**src/rtl/four_channel_request_latch_pkg.sv**
```systemverilog
// Shared constants and types for the four-channel request latch and the
// downstream 4:2 priority encoder bench.
package four_channel_request_latch_pkg;

  localparam int NUM_CH = 4;

  localparam int CH_A = 0;
  localparam int CH_B = 1;
  localparam int CH_C = 2;
  localparam int CH_D = 3;

  typedef enum logic {
    IDLE  = 1'b0,
    OFFER = 1'b1
  } state_t;

  // One-hot of the highest set bit; channel D has the highest priority.
  function automatic logic [NUM_CH-1:0] pick_highest(input logic [NUM_CH-1:0] req);
    logic [NUM_CH-1:0] grant;
    grant = '0;
    if (req[CH_D])      grant[CH_D] = 1'b1;
    else if (req[CH_C]) grant[CH_C] = 1'b1;
    else if (req[CH_B]) grant[CH_B] = 1'b1;
    else if (req[CH_A]) grant[CH_A] = 1'b1;
    return grant;
  endfunction

endpackage

```
**src/rtl/four_channel_request_latch_sync.sv**
```systemverilog
// request_sync_edge: multi-flop synchronizer for one asynchronous request
// line followed by a single-cycle rising-edge detector.
module request_sync_edge #(
  parameter int SYNC_STAGES = 2
) (
  input  logic clk,
  input  logic reset,
  input  logic din,
  output logic rise
);

  logic [SYNC_STAGES-1:0] sync_q;
  logic [SYNC_STAGES-1:0] fill_q;
  logic                   prev_q;
  logic                   armed_q;

  // fill_q tracks which synchronizer stages hold real samples rather than
  // reset zeros; the detector arms only after a genuine low has been seen,
  // so a line already high when reset releases produces no event.
  always_ff @(posedge clk) begin
    // NOTE: non-blocking assignments keep every flop sampling pre-edge values.
    if (reset) begin
      sync_q  <= '0;
      fill_q  <= '0;
      prev_q  <= 1'b0;
      armed_q <= 1'b0;
    end else begin
      sync_q <= {sync_q[SYNC_STAGES-2:0], din};
      fill_q <= {fill_q[SYNC_STAGES-2:0], 1'b1};
      prev_q <= sync_q[SYNC_STAGES-1];
      if (fill_q[SYNC_STAGES-1] && !sync_q[SYNC_STAGES-1]) armed_q <= 1'b1;
    end
  end

  assign rise = armed_q & sync_q[SYNC_STAGES-1] & ~prev_q;

endmodule

```
**src/rtl/four_channel_request_latch.sv**
```systemverilog
// Latches four asynchronous request lines and offers them one at a time,
// highest priority first, over a valid/ready handshake.
module four_channel_request_latch
  import four_channel_request_latch_pkg::*;
#(
  parameter int SYNC_STAGES = 2
) (
  input  logic              clk,
  input  logic              reset,
  input  logic              a,
  input  logic              b,
  input  logic              c,
  input  logic              d,
  output logic [NUM_CH-1:0] req_out,
  output logic              req_valid,
  input  logic              req_ready,
  output logic [NUM_CH-1:0] pending,
  output logic [NUM_CH-1:0] overrun,
  input  logic              clr_overrun
);

  logic [NUM_CH-1:0] req_in;
  logic [NUM_CH-1:0] evt;
  logic [NUM_CH-1:0] xfer_mask;
  logic [NUM_CH-1:0] ovr_set;
  logic [NUM_CH-1:0] req_out_d;
  logic              transfer;
  state_t            state_q;
  state_t            state_d;

  assign req_in = {d, c, b, a};

  for (genvar i = 0; i < NUM_CH; i++) begin : g_ch
    request_sync_edge #(.SYNC_STAGES(SYNC_STAGES)) u_sync (
      .clk   (clk),
      .reset (reset),
      .din   (req_in[i]),
      .rise  (evt[i])
    );
  end

  assign req_valid = (state_q == OFFER);
  assign transfer  = req_valid & req_ready;
  assign xfer_mask = transfer ? req_out : '0;

  // A fresh event on the channel being accepted re-latches it; elsewhere it
  // is lost against an already-pending bit and flagged.
  assign ovr_set = evt & pending & ~xfer_mask;

  always_comb begin
    // NOTE: defaults first so every path assigns every output, avoiding latches.
    state_d   = state_q;
    req_out_d = req_out;
    case (state_q)
      IDLE: begin
        if (pending != '0) begin
          state_d   = OFFER;
          req_out_d = pick_highest(pending);
        end
      end
      OFFER: begin
        if (req_ready) begin
          state_d   = IDLE;
          req_out_d = '0;
        end
      end
    endcase
  end

  always_ff @(posedge clk) begin
    if (reset) begin
      state_q <= IDLE;
      req_out <= '0;
      pending <= '0;
      overrun <= '0;
    end else begin
      state_q <= state_d;
      req_out <= req_out_d;
      pending <= (pending & ~xfer_mask) | evt;
      overrun <= clr_overrun ? ovr_set : (overrun | ovr_set);
    end
  end

endmodule

```
**config.mk**
```make
export PLATFORM = sky130hd
export DESIGN_NAME = four_channel_request_latch
export DESIGN_NICKNAME = d
export VERILOG_FILES = /design/src/rtl/four_channel_request_latch_pkg.sv /design/src/rtl/four_channel_request_latch_sync.sv /design/src/rtl/four_channel_request_latch.sv
export SDC_FILE = /design/constraint.sdc
export NUM_CORES = 1
export LEC_CHECK = 0
export BUFFER_PORTS_ARGS = -buffer_cell sky130_fd_sc_hd__buf_2
export CAP_MARGIN = 20
export CORE_ASPECT_RATIO = 1.4
export CORE_UTILIZATION = 26
export DETAILED_ROUTE_END_ITERATION = 7
export PLACE_DENSITY_LB_ADDON = 0.1
export SLEW_MARGIN = 0
export SYNTH_ARGS = -nofsm -noshare
export SYNTH_HDL_FRONTEND = slang
export SYNTH_SLANG_ARGS = --single-unit
```
**constraint.sdc**
```tcl
create_clock -name clk -period 2 [get_ports clk]
set_input_delay 0.1 -clock clk [delete_from_list [all_inputs] [get_ports clk]]
set_output_delay 0.1 -clock clk [all_outputs]
set_load 0.02 [all_outputs]
```
* After elaboration in Yosys (flattened, before gate mapping)
Cells that the tools add are included.
** Word-level totals
- Logic and storage cells :: 75
- Register bits :: 37
- Output and inout bits :: 13
** Operators by class
- Bitwise gates (word level) :: 20
- Reductions and logical operators :: 10
- Equal/unequal tests :: 2
- Muxes and demuxes :: 19
** Operators by type and width (count)
- $mux 4 :: 4
- $and 4x4->4 :: 3
- $mux 1 :: 11
- $and 1x1->1 :: 9
- $or 4x4->4 :: 2
- $pmux 4 s2 :: 1
- $not 1->1 :: 5
- $logic_and 1x1->1 :: 4
- $logic_not 1->1 :: 4
- $ne 2x2->1 const B :: 2
- $not 4->4 :: 1
- $reduce_bool 4->1 :: 1
- $mux 3 :: 1
- $mux 2 :: 1
- $pmux 1 s2 :: 1
- $reduce_and 2->1 :: 1

* Depth between registers and ports, before layout
Gate-level depths: netlist of run 1.
- Depth in word-level cells :: 6
- Depth in mapped cells :: 4
- Gate-level depth less buffers :: 3

* Hierarchy
From an unflattened synthesis of run 1, not the netlist that was laid out.
** Second synthesis, totals
- Cell total of the unflattened synthesis :: 120
- Area, all modules :: 1256.2 um2
** By module, submodules not included
- request_sync_edge :: seq. area each 120.1 um2, area each 180.2 um2, times used 4, cells each 15
- four_channel_request_latch :: seq. area each 260.2 um2, area each 535.5 um2, times used 1, cells each 60

* Worst setup path before layout of run 1
Ideal clock, no wire load.
- Path type :: reg-to-reg
- Start :: register state_q (netlist: req_valid)
- End :: register req_out[3]
- Data required time :: 1.926 ns
- Period minus slack after synthesis :: 1.106 ns
- Buffers on the path :: 1
- Arrival :: 1.032 ns
- Cell stages (with the launch flop) :: 5
- Path slack :: 0.894 ns
- Path through :: dfxtp_1 buf_6 and2b_1 nand2_1 a31oi_1
** On the way
- Cells in the longest elaborated chain, start to end :: 3
- Elaborated cells on any way between the ends :: 5
- Classes of those cells :: eq/ne: 2; mux: 1; bitwise: 1; reduce/logical: 1
** RTL lines
- start, declared :: RTL line four_channel_request_latch.sv:28 : state_t state_q;
- start signal, assigned :: RTL line four_channel_request_latch.sv:77 : state_q <= state_d;
- $not 1->1
- $ne 2x2->1 (no source line)
- $reduce_and 2->1 (no source line)
- end signal, assigned :: RTL line four_channel_request_latch.sv:78 : req_out <= req_out_d;
- end, declared :: RTL line four_channel_request_latch.sv:14 : output logic [NUM_CH-1:0] req_out,
Parallel ways exist; a longest one is shown, timed or not.
A chain may end at the register's enable or synchronous reset.

* Worst setup path in the final report of run 1
- Start :: register state_q (netlist: req_valid)
- End :: output req_valid
** RTL lines
- end, declared :: RTL line four_channel_request_latch.sv:15 : output logic req_valid,
No word-level cell between the ends.

==> report_table.html, run 1 <==
<table>
<tr><th>Metric</th><th>Value</th></tr>
<tr><th colspan="2">Synth</th></tr>
<tr><td>Net count after synthesis</td><td>115</td></tr>
<tr><td>Post-synthesis cell type with the largest combined area</td><td>sky130_fd_sc_hd__dfxtp_1</td></tr>
<tr><td>Most common cell in the synthesized netlist</td><td>sky130_fd_sc_hd__dfxtp_1</td></tr>
<tr><td>Cell types with the largest area share after synthesis</td><td>sky130_fd_sc_hd__dfxtp_1 (59%), sky130_fd_sc_hd__nor2b_1 (5.4%), sky130_fd_sc_hd__nand3b_1 (5.0%)</td></tr>
<tr><td>Summed instance area of the synthesized netlist</td><td>0.00105 sq mm</td></tr>
<tr><td>Most numerous cell types in the synthesized netlist</td><td>sky130_fd_sc_hd__dfxtp_1 (31), sky130_fd_sc_hd__a21oi_1 (10), sky130_fd_sc_hd__nor2_1 (10)</td></tr>
<tr><td>Synth Register Bits</td><td>31</td></tr>
<tr><td>Warnings from Yosys</td><td>0</td></tr>
<tr><td>FFs w/ async S/R, synth</td><td>0</td></tr>
<tr><td>Number of flops mapped to enable cells by yosys</td><td>0</td></tr>
<tr><td>Portion of synthesized cell area occupied by the leading cell type</td><td>0.592</td></tr>
<tr><td>Fraction of the yosys area taken by sequential cells</td><td>0.592</td></tr>
<tr><td>Post-synthesis average cell area</td><td>9.80 sq um</td></tr>
<tr><td>Post-synthesis instance total</td><td>107</td></tr>
<tr><td>Flip-flop cell with the highest count after synthesis</td><td>sky130_fd_sc_hd__dfxtp_1</td></tr>
<tr><td>Netlist cell types</td><td>21</td></tr>
<tr><th colspan="2">Worst setup path</th></tr>
<tr><td>Largest fanout on the critical path</td><td>12</td></tr>
<tr><td>Crit path buf inv count</td><td>1</td></tr>
<tr><td>WP data arrival</td><td>1100 ps</td></tr>
<tr><td>Type of the worst setup path</td><td>register to output pin</td></tr>
<tr><td>Critical Path, Cell by Cell</td><td>buf_2</td></tr>
<tr><td>Delay of the slowest cell on the worst path</td><td>580 ps</td></tr>
<tr><td>Worst setup EP type</td><td>output pin</td></tr>
<tr><td>Kind of launch point of the worst setup path</td><td>register</td></tr>
<tr><td>Top delay family on crit path</td><td>flip-flops</td></tr>
<tr><td>Slowest cell on the critical path</td><td>sky130_fd_sc_hd__dfxtp_1</td></tr>
<tr><td>Required time worst endpoint</td><td>1900 ps</td></tr>
<tr><th colspan="2">Layout</th></tr>
<tr><td>Area of all sequential standard cells</td><td>621 sq um</td></tr>
<tr><td>Number of cells in the finished layout apart from fillers</td><td>174</td></tr>
<tr><td>Fraction of layout cells with a size suffix above 1</td><td>0.220</td></tr>
<tr><td>Area of combinational cells with multiple inputs</td><td>378 sq um</td></tr>
<tr><td>Fraction of the core area covered by cells at the end of the flow</td><td>0.338</td></tr>
<tr><td>Count of antenna diodes in the layout</td><td>0</td></tr>
<tr><td>Total Nets Final</td><td>139</td></tr>
<tr><td>Area growth, synth to finish</td><td>20.8%</td></tr>
<tr><td>Layout fillers</td><td>387</td></tr>
<tr><th colspan="2">Power</th></tr>
<tr><td>Internal power summed over all cells</td><td>914 uW</td></tr>
<tr><td>Power per cell area</td><td>936 mW/mm^2</td></tr>
<tr><td>Leakage power</td><td>0.000511 uW</td></tr>
<tr><td>Clk pwr share</td><td>0.385</td></tr>
<tr><td>Combinational fraction of design power</td><td>0.060</td></tr>
<tr><td>Proportion of total power due to net switching</td><td>0.229</td></tr>
<tr><td>Post-route total power</td><td>1190 uW</td></tr>
<tr><td>Net load switching power</td><td>271 uW</td></tr>
<tr><td>Worst-case vdd ir drop</td><td>488 uV</td></tr>
<tr><td>Sequential fraction of design power</td><td>0.555</td></tr>
<tr><th colspan="2">STA</th></tr>
<tr><td>Sum of negative setup slack</td><td>0 ps</td></tr>
<tr><td>Final number of max-transition violations</td><td>0</td></tr>
<tr><td>Final Cycle Share</td><td>0.601</td></tr>
<tr><td>RSZ-0062 raised after global routing</td><td>false</td></tr>
<tr><td>Smallest setup slack after layout</td><td>799 ps</td></tr>
<tr><td>Number of setup violations in the final report</td><td>0</td></tr>
<tr><td>Final Hold Fails</td><td>0</td></tr>
<tr><td>Minimum period implied by the final worst setup slack</td><td>1200 ps</td></tr>
<tr><td>Maximum clock frequency</td><td>832 MHz</td></tr>
<tr><td>Clock Skew</td><td>6.96 ps</td></tr>
<tr><td>Slew @ Worst Pin</td><td>422 ps</td></tr>
<tr><td>Worst slew slack as a fraction of its limit</td><td>0.718</td></tr>
<tr><th colspan="2">Die</th></tr>
<tr><td>I/O pin cnt</td><td>21</td></tr>
<tr><td>Die W</td><td>55.7 um</td></tr>
<tr><td>Area of the die</td><td>0.00429 sq mm</td></tr>
<tr><td>Placement row count</td><td>26</td></tr>
<tr><td>Die span in y</td><td>77.1 um</td></tr>
<tr><td>Effective utilization at floorplan</td><td>0.280</td></tr>
<tr><td>Std-Cell Core Area</td><td>0.00374 sq mm</td></tr>
<tr><th colspan="2">Clock network</th></tr>
<tr><td>Buffer type at the clock tree root</td><td>sky130_fd_sc_hd__clkbuf_8</td></tr>
<tr><td>Clock transition at the registers of the reported paths</td><td>60 ps</td></tr>
<tr><td>TritonCTS clock tree</td><td>done</td></tr>
<tr><td>Clock latency of the later-clocked register in the worst-skew pair</td><td>280 ps</td></tr>
<tr><td>CTS resizes</td><td>0</td></tr>
<tr><td>CTS H-tree depth</td><td>2</td></tr>
<tr><td>Maximum clock path buffer count</td><td>2</td></tr>
<tr><td>Clock buffer count from CTS</td><td>5</td></tr>
<tr><td>Number of sinks on the clock net</td><td>31</td></tr>
<tr><td>Buffer count from post-CTS setup fixing</td><td>0</td></tr>
<tr><td>Number of hold-repair buffers added at the cts stage</td><td>0</td></tr>
<tr><th colspan="2">Global routing</th></tr>
<tr><td>First-pass GRT wire length</td><td>3460 um</td></tr>
<tr><td>Maximum number of pins on one net before global-route repair</td><td>18</td></tr>
<tr><td>Total track usage</td><td>0.109</td></tr>
<tr><td>Met2 usage in global routing</td><td>0.180</td></tr>
<tr><td>Overflow left after global routing</td><td>0</td></tr>
<tr><td>Vias in the first global route</td><td>780</td></tr>
<tr><td>Fraction of met1 tracks used by global routing</td><td>0.111</td></tr>
<tr><td>Most Used Layer, Global Route</td><td>met2</td></tr>
<tr><td>Met3 capacity usage during global routing</td><td>0.0489</td></tr>
<tr><td>Antenna violations before repair</td><td>0</td></tr>
<tr><th colspan="2">Placement</th></tr>
<tr><td>Buffers added on ports</td><td>20</td></tr>
<tr><td>Number of placed cells counting well taps</td><td>166</td></tr>
<tr><td>Detailed placement HPWL</td><td>1430 um</td></tr>
<tr><td>Setup slack after placement</td><td>883 ps</td></tr>
<tr><td>Routability-driven placement congestion ratio</td><td>0.774</td></tr>
<tr><th colspan="2">Job</th></tr>
<tr><td>Total of max-cap violations</td><td>0</td></tr>
<tr><th colspan="2">Detailed routing</th></tr>
<tr><td>Detailed-route wire length per cell</td><td>11.6 um</td></tr>
<tr><td>Total vias in the final route</td><td>796</td></tr>
<tr><td>Wire length reported by the detailed router</td><td>2010 um</td></tr>
<tr><td>Count of routing violations after the opening detailed-route iteration</td><td>39</td></tr>
<tr><td>Detail Route Antenna Nets</td><td>0</td></tr>
<tr><td>Number of detailed-route iterations in the first pass</td><td>4</td></tr>
<tr><td>Detailed-route vias per instance</td><td>4.57</td></tr>
<tr><td>Post-detailed-route DRC marker count</td><td>0</td></tr>
<tr><th colspan="2">Min path</th></tr>
<tr><td>Type of the worst min-delay path</td><td>input port to register</td></tr>
<tr><th colspan="2">Outcome</th></tr>
<tr><td>Result of the run</td><td>complete, no violations</td></tr>
</table>
power by group through the flow:
stage                     Clock (uW)  Sequential (uW)  Combinational (uW)
after floorplan                    0              671                48.2
after global placement             0              670                70.9
after detailed placement           0              671                72.3
after CTS                        481              657                72.3
after global routing             506              660                80.6
final                            457              658                71.1
final timing paths:
kind                             from                       end  slack (ps)  cells after the start
min reg2reg  g_ch[0].u_sync.sync_q[0]  g_ch[0].u_sync.sync_q[1]         440                      1
max reg2reg                 req_valid                req_out[1]         860                      3
min                                 a  g_ch[0].u_sync.sync_q[0]          30                      2
max                         req_valid                 req_valid         800                      1
sequential cells by signal, summed over array words and instances, names as in the netlist:
register             flops
g_ch.u_sync.fill_q       2
req_out                  4
overrun                  4
g_ch.u_sync.sync_q       8
req_valid                1
pending                  4
g_ch.u_sync.armed_q      4
g_ch.u_sync.prev_q       4
routing by layer:
metal | wire [um] | part of all wire
met5 | 0 | 0
met4 | 55 | 0.027
met3 | 143 | 0.071
met2 | 935 | 0.46
met1 | 877 | 0.44
cells in the final DEF (no fill, tap or decap):
| cell type | Yosys | routed |
|---|---|---|
| sky130_fd_sc_hd__dfxtp_1 | 31 | 31 |
| sky130_fd_sc_hd__buf_2 | 1 | 20 |
| sky130_fd_sc_hd__nor2_1 | 10 | 10 |
| sky130_fd_sc_hd__a21oi_1 | 10 | 10 |
| sky130_fd_sc_hd__nor2b_1 | 9 | 9 |
| sky130_fd_sc_hd__nand2_1 | 9 | 9 |
| sky130_fd_sc_hd__inv_1 | 7 | 7 |
| sky130_fd_sc_hd__nand3b_1 | 7 | 7 |
| sky130_fd_sc_hd__nand3_1 | 5 | 5 |
| sky130_fd_sc_hd__clkbuf_8 | 0 | 5 |
| sky130_fd_sc_hd__o31ai_1 | 4 | 4 |
| sky130_fd_sc_hd__o21ai_1 | 3 | 3 |
| sky130_fd_sc_hd__clkbuf_1 | 2 | 2 |
| sky130_fd_sc_hd__and2b_1 | 1 | 1 |
| sky130_fd_sc_hd__nor4_1 | 1 | 1 |
| sky130_fd_sc_hd__nor4_2 | 1 | 1 |
| sky130_fd_sc_hd__a22oi_1 | 1 | 1 |
| sky130_fd_sc_hd__nor4_4 | 1 | 1 |
| sky130_fd_sc_hd__or2b_1 | 1 | 1 |
| sky130_fd_sc_hd__a31oi_1 | 1 | 1 |
| sky130_fd_sc_hd__a221oi_1 | 1 | 1 |
| sky130_fd_sc_hd__clkinv_2 | 0 | 1 |
| sky130_fd_sc_hd__buf_4 | 0 | 1 |
cell type report:
cell class / instances / area share
Sequential cell: 31 / 0.490
Multi-Input combinational cell: 65 / 0.298
Timing Repair Buffer: 21 / 0.0850
Clock inverter: 1 / 0.00395
Clock buffer: 7 / 0.0603
Inverter: 7 / 0.0208
Tap cell: 42 / 0.0415
stage by stage:
stage	hold slack (ps)	cell area (sq um)
global placement	308	1180
CTS	22.8	1270
detailed placement	313	1180
global route	24.5	1270
floorplan	213	1050
finish	33.7	1270
logic make-up after synthesis:
group           after synthesis  synth area share
simple gates                 45             0.248
buf+inv                      11            0.0477
compound gates               20             0.112
flops                        31             0.592
Note: power is estimated with default switching activity, not from simulation.
==> run 2, diff against run 1 <==
==> constraint.sdc (replaced) <==
create_clock -name clk -period 1 [get_ports clk]
set_input_delay 0.05 -clock clk [delete_from_list [all_inputs] [get_ports clk]]
set_output_delay 0.05 -clock clk [all_outputs]
set_load 0.02 [all_outputs]
==> report_table.html, run 2 (same netlist as run 1, synthesis figures left out) <==
<table>
<tr><th>Metric</th><th>Value</th></tr>
<tr><th colspan="2">Detailed routing</th></tr>
<tr><td>Detailed-route vias per instance</td><td>4.57</td></tr>
<tr><td>Number of detailed-route iterations in the first pass</td><td>4</td></tr>
<tr><td>Wire length reported by the detailed router</td><td>2240 um</td></tr>
<tr><td>Detailed-route wire length per cell</td><td>12.4 um</td></tr>
<tr><td>Total vias in the final route</td><td>827</td></tr>
<tr><td>Count of routing violations after the opening detailed-route iteration</td><td>30</td></tr>
<tr><td>Post-detailed-route DRC marker count</td><td>0</td></tr>
<tr><td>Detail Route Antenna Nets</td><td>0</td></tr>
<tr><th colspan="2">Global routing</th></tr>
<tr><td>First-pass GRT wire length</td><td>3760 um</td></tr>
<tr><td>Antenna violations before repair</td><td>0</td></tr>
<tr><td>Total track usage</td><td>0.118</td></tr>
<tr><td>Maximum number of pins on one net before global-route repair</td><td>16</td></tr>
<tr><td>Vias in the first global route</td><td>800</td></tr>
<tr><td>Overflow left after global routing</td><td>0</td></tr>
<tr><th colspan="2">Layout</th></tr>
<tr><td>Total Nets Final</td><td>146</td></tr>
<tr><td>Cell area after layout</td><td>0.00141 sq mm</td></tr>
<tr><td>Commonest cells after routing, fill and taps aside</td><td>sky130_fd_sc_hd__dfxtp_1 (27), sky130_fd_sc_hd__buf_2 (20), sky130_fd_sc_hd__nor2_1 (10)</td></tr>
<tr><td>Count of antenna diodes in the layout</td><td>0</td></tr>
<tr><td>Flip-flop count of the largest register after layout</td><td>8</td></tr>
<tr><td>Fraction of the core area covered by cells at the end of the flow</td><td>0.376</td></tr>
<tr><td>Area of combinational cells with multiple inputs</td><td>415 sq um</td></tr>
<tr><td>Area of all sequential standard cells</td><td>631 sq um</td></tr>
<tr><td>Area growth, synth to finish</td><td>34.0%</td></tr>
<tr><td>Layout fillers</td><td>391</td></tr>
<tr><td>Register with the most flip-flops</td><td>g_ch.u_sync.sync_q</td></tr>
<tr><td>Fraction of layout cells with a size suffix above 1</td><td>0.317</td></tr>
<tr><td>Commonest non-fill, non-tap cell in the layout</td><td>sky130_fd_sc_hd__dfxtp_1</td></tr>
<tr><th colspan="2">Clock network</th></tr>
<tr><td>Clock transition at the registers of the reported paths</td><td>60 ps</td></tr>
<tr><td>Clock buffer count from CTS</td><td>5</td></tr>
<tr><td>Maximum clock path buffer count</td><td>2</td></tr>
<tr><td>TritonCTS clock tree</td><td>done</td></tr>
<tr><td>Buffer type at the clock tree root</td><td>sky130_fd_sc_hd__clkbuf_8</td></tr>
<tr><td>CTS H-tree depth</td><td>2</td></tr>
<tr><td>Clock latency of the later-clocked register in the worst-skew pair</td><td>280 ps</td></tr>
<tr><td>Number of sinks on the clock net</td><td>31</td></tr>
<tr><th colspan="2">Die</th></tr>
<tr><td>Die span in y</td><td>77.1 um</td></tr>
<tr><td>Area of the die</td><td>0.00429 sq mm</td></tr>
<tr><td>Die W</td><td>55.7 um</td></tr>
<tr><td>Effective utilization at floorplan</td><td>0.280</td></tr>
<tr><td>Std-Cell Core Area</td><td>0.00374 sq mm</td></tr>
<tr><td>Placement row count</td><td>26</td></tr>
<tr><td>I/O pin cnt</td><td>21</td></tr>
<tr><th colspan="2">Worst setup path</th></tr>
<tr><td>Largest fanout on the critical path</td><td>5</td></tr>
<tr><td>Launch instance of the worst register-to-register path</td><td>pending[1]</td></tr>
<tr><td>Worst setup EP type</td><td>register</td></tr>
<tr><td>Delay of the slowest cell on the worst path</td><td>370 ps</td></tr>
<tr><td>Top delay family on crit path</td><td>flip-flops</td></tr>
<tr><td>Required time worst endpoint</td><td>1160 ps</td></tr>
<tr><td>Slowest cell on the critical path</td><td>sky130_fd_sc_hd__dfxtp_4</td></tr>
<tr><td>R2R Path End</td><td>req_valid</td></tr>
<tr><td>Kind of launch point of the worst setup path</td><td>register</td></tr>
<tr><td>Critical Path, Cell by Cell</td><td>nor4_4 -&gt; buf_4 -&gt; a221oi_2</td></tr>
<tr><td>Crit path buf inv count</td><td>1</td></tr>
<tr><td>WP data arrival</td><td>1230 ps</td></tr>
<tr><td>Cell depth of the worst flop-to-flop path</td><td>3</td></tr>
<tr><td>Worst-case register-to-register setup slack</td><td>-70 ps</td></tr>
<tr><td>Type of the worst setup path</td><td>register to register</td></tr>
<tr><th colspan="2">Power</th></tr>
<tr><td>Worst-case vdd ir drop</td><td>906 uV</td></tr>
<tr><td>Power per cell area</td><td>1820 mW/mm^2</td></tr>
<tr><td>Leakage power</td><td>0.000562 uW</td></tr>
<tr><th colspan="2">STA</th></tr>
<tr><td>Final Hold Fails</td><td>0</td></tr>
<tr><td>Maximum clock frequency</td><td>935 MHz</td></tr>
<tr><td>Slew @ Worst Pin</td><td>310 ps</td></tr>
<tr><td>Minimum period implied by the final worst setup slack</td><td>1070 ps</td></tr>
<tr><td>Worst slew slack as a fraction of its limit</td><td>0.792</td></tr>
<tr><td>Final Cycle Share</td><td>1.07</td></tr>
<tr><td>Final number of max-transition violations</td><td>0</td></tr>
<tr><td>Number of setup violations in the final report</td><td>3</td></tr>
<tr><td>RSZ-0062 raised after global routing</td><td>true</td></tr>
<tr><td>Smallest setup slack after layout</td><td>-69.3 ps</td></tr>
<tr><td>Clock Skew</td><td>4.25 ps</td></tr>
<tr><th colspan="2">Placement</th></tr>
<tr><td>Setup slack after placement</td><td>-18.0 ps</td></tr>
<tr><td>Standard cell area after detailed placement</td><td>0.00120 sq mm</td></tr>
<tr><td>Buffers added on ports</td><td>20</td></tr>
<tr><td>Detailed placement HPWL</td><td>1550 um</td></tr>
<tr><td>Routability-driven placement congestion ratio</td><td>0.827</td></tr>
<tr><th colspan="2">Min path</th></tr>
<tr><td>Hold path startpoint</td><td>req_ready</td></tr>
<tr><td>Type of the worst min-delay path</td><td>input port to register</td></tr>
<tr><td>Destination of the worst hold path</td><td>req_valid</td></tr>
<tr><td>Min-Delay Path Depth</td><td>2</td></tr>
<tr><th colspan="2">Outcome</th></tr>
<tr><td>Violations in the final reports</td><td>setup timing</td></tr>
<tr><td>Result of the run</td><td>complete, but fails checks</td></tr>
<tr><th colspan="2">Job</th></tr>
<tr><td>Total of max-cap violations</td><td>0</td></tr>
</table>
run 2: worst max path at each step:
stage	slack (ps)	endpoint	depth (start not counted)	startpoint
2_1_floorplan	-10	req_out[1]	4	req_valid
3_3_place_gp	9	req_out[3]	3	pending[1]
3_5_place_dp	-20	req_out[3]	3	pending[3]
4_1_cts	-40	req_out[3]	3	pending[3]
5_1_grt	-110	req_out[0]	3	pending[1]
6_report	-70	req_valid	3	pending[1]
run 2: where the power goes:
part / internal [uW] / switching [uW]
Clock: 627 / 435
Sequential: 1280 / 36.0
Combinational: 90.1 / 92.1
Total: 2000 / 563
run 2: area by class of cell:
| cell class | instances | area share |
|---|---|---|
| timing repair buffer | 28 | 0.128 |
| clock buffer | 8 | 0.0712 |
| multi-input combinational | 65 | 0.296 |
| tap | 42 | 0.0374 |
| inverter | 7 | 0.0187 |
| sequential | 31 | 0.449 |
run 2: through the flow:
step | hold WS (ps) | setup TNS (ps) | power (uW) | cells
3_3_place_gp | 263 | 0 | 1490 | 167
2_1_floorplan | 152 | -12.5 | 1440 | 107
4_1_cts | 36.9 | -70.6 | 2580 | 180
6_report | 49.5 | -183 | 2560 | 181
3_5_place_dp | 266 | -36.4 | 1490 | 167
5_1_grt | 29.8 | -431 | 2690 | 181
run 2: per-layer routing:
| layer | routed length, um | part of all wire | global-route usage |
|---|---|---|---|
| met3 | 112 | 0.050 | 0.0523 |
| met5 | 0 | 0 | 0 |
| met2 | 1130 | 0.51 | 0.180 |
| met4 | 64 | 0.029 | 0.0875 |
| met1 | 928 | 0.42 | 0.126 |
run 2: what timing repair did:
action                                 in CTS  in global routing
hold buffers                                5                  0
buffers inserted                            0                  1
resized for setup                           1                 11
pin swaps                                   0                  4
setup endpoints to repair                   4                  9
endpoints found under the hold margin       5                  0
run 2: worst register-to-register path: stages, from the launching register on:
cell	delay, ps
sky130_fd_sc_hd__dfxtp_4	370
sky130_fd_sc_hd__nor4_4	360
sky130_fd_sc_hd__buf_4	180
sky130_fd_sc_hd__a221oi_2	50
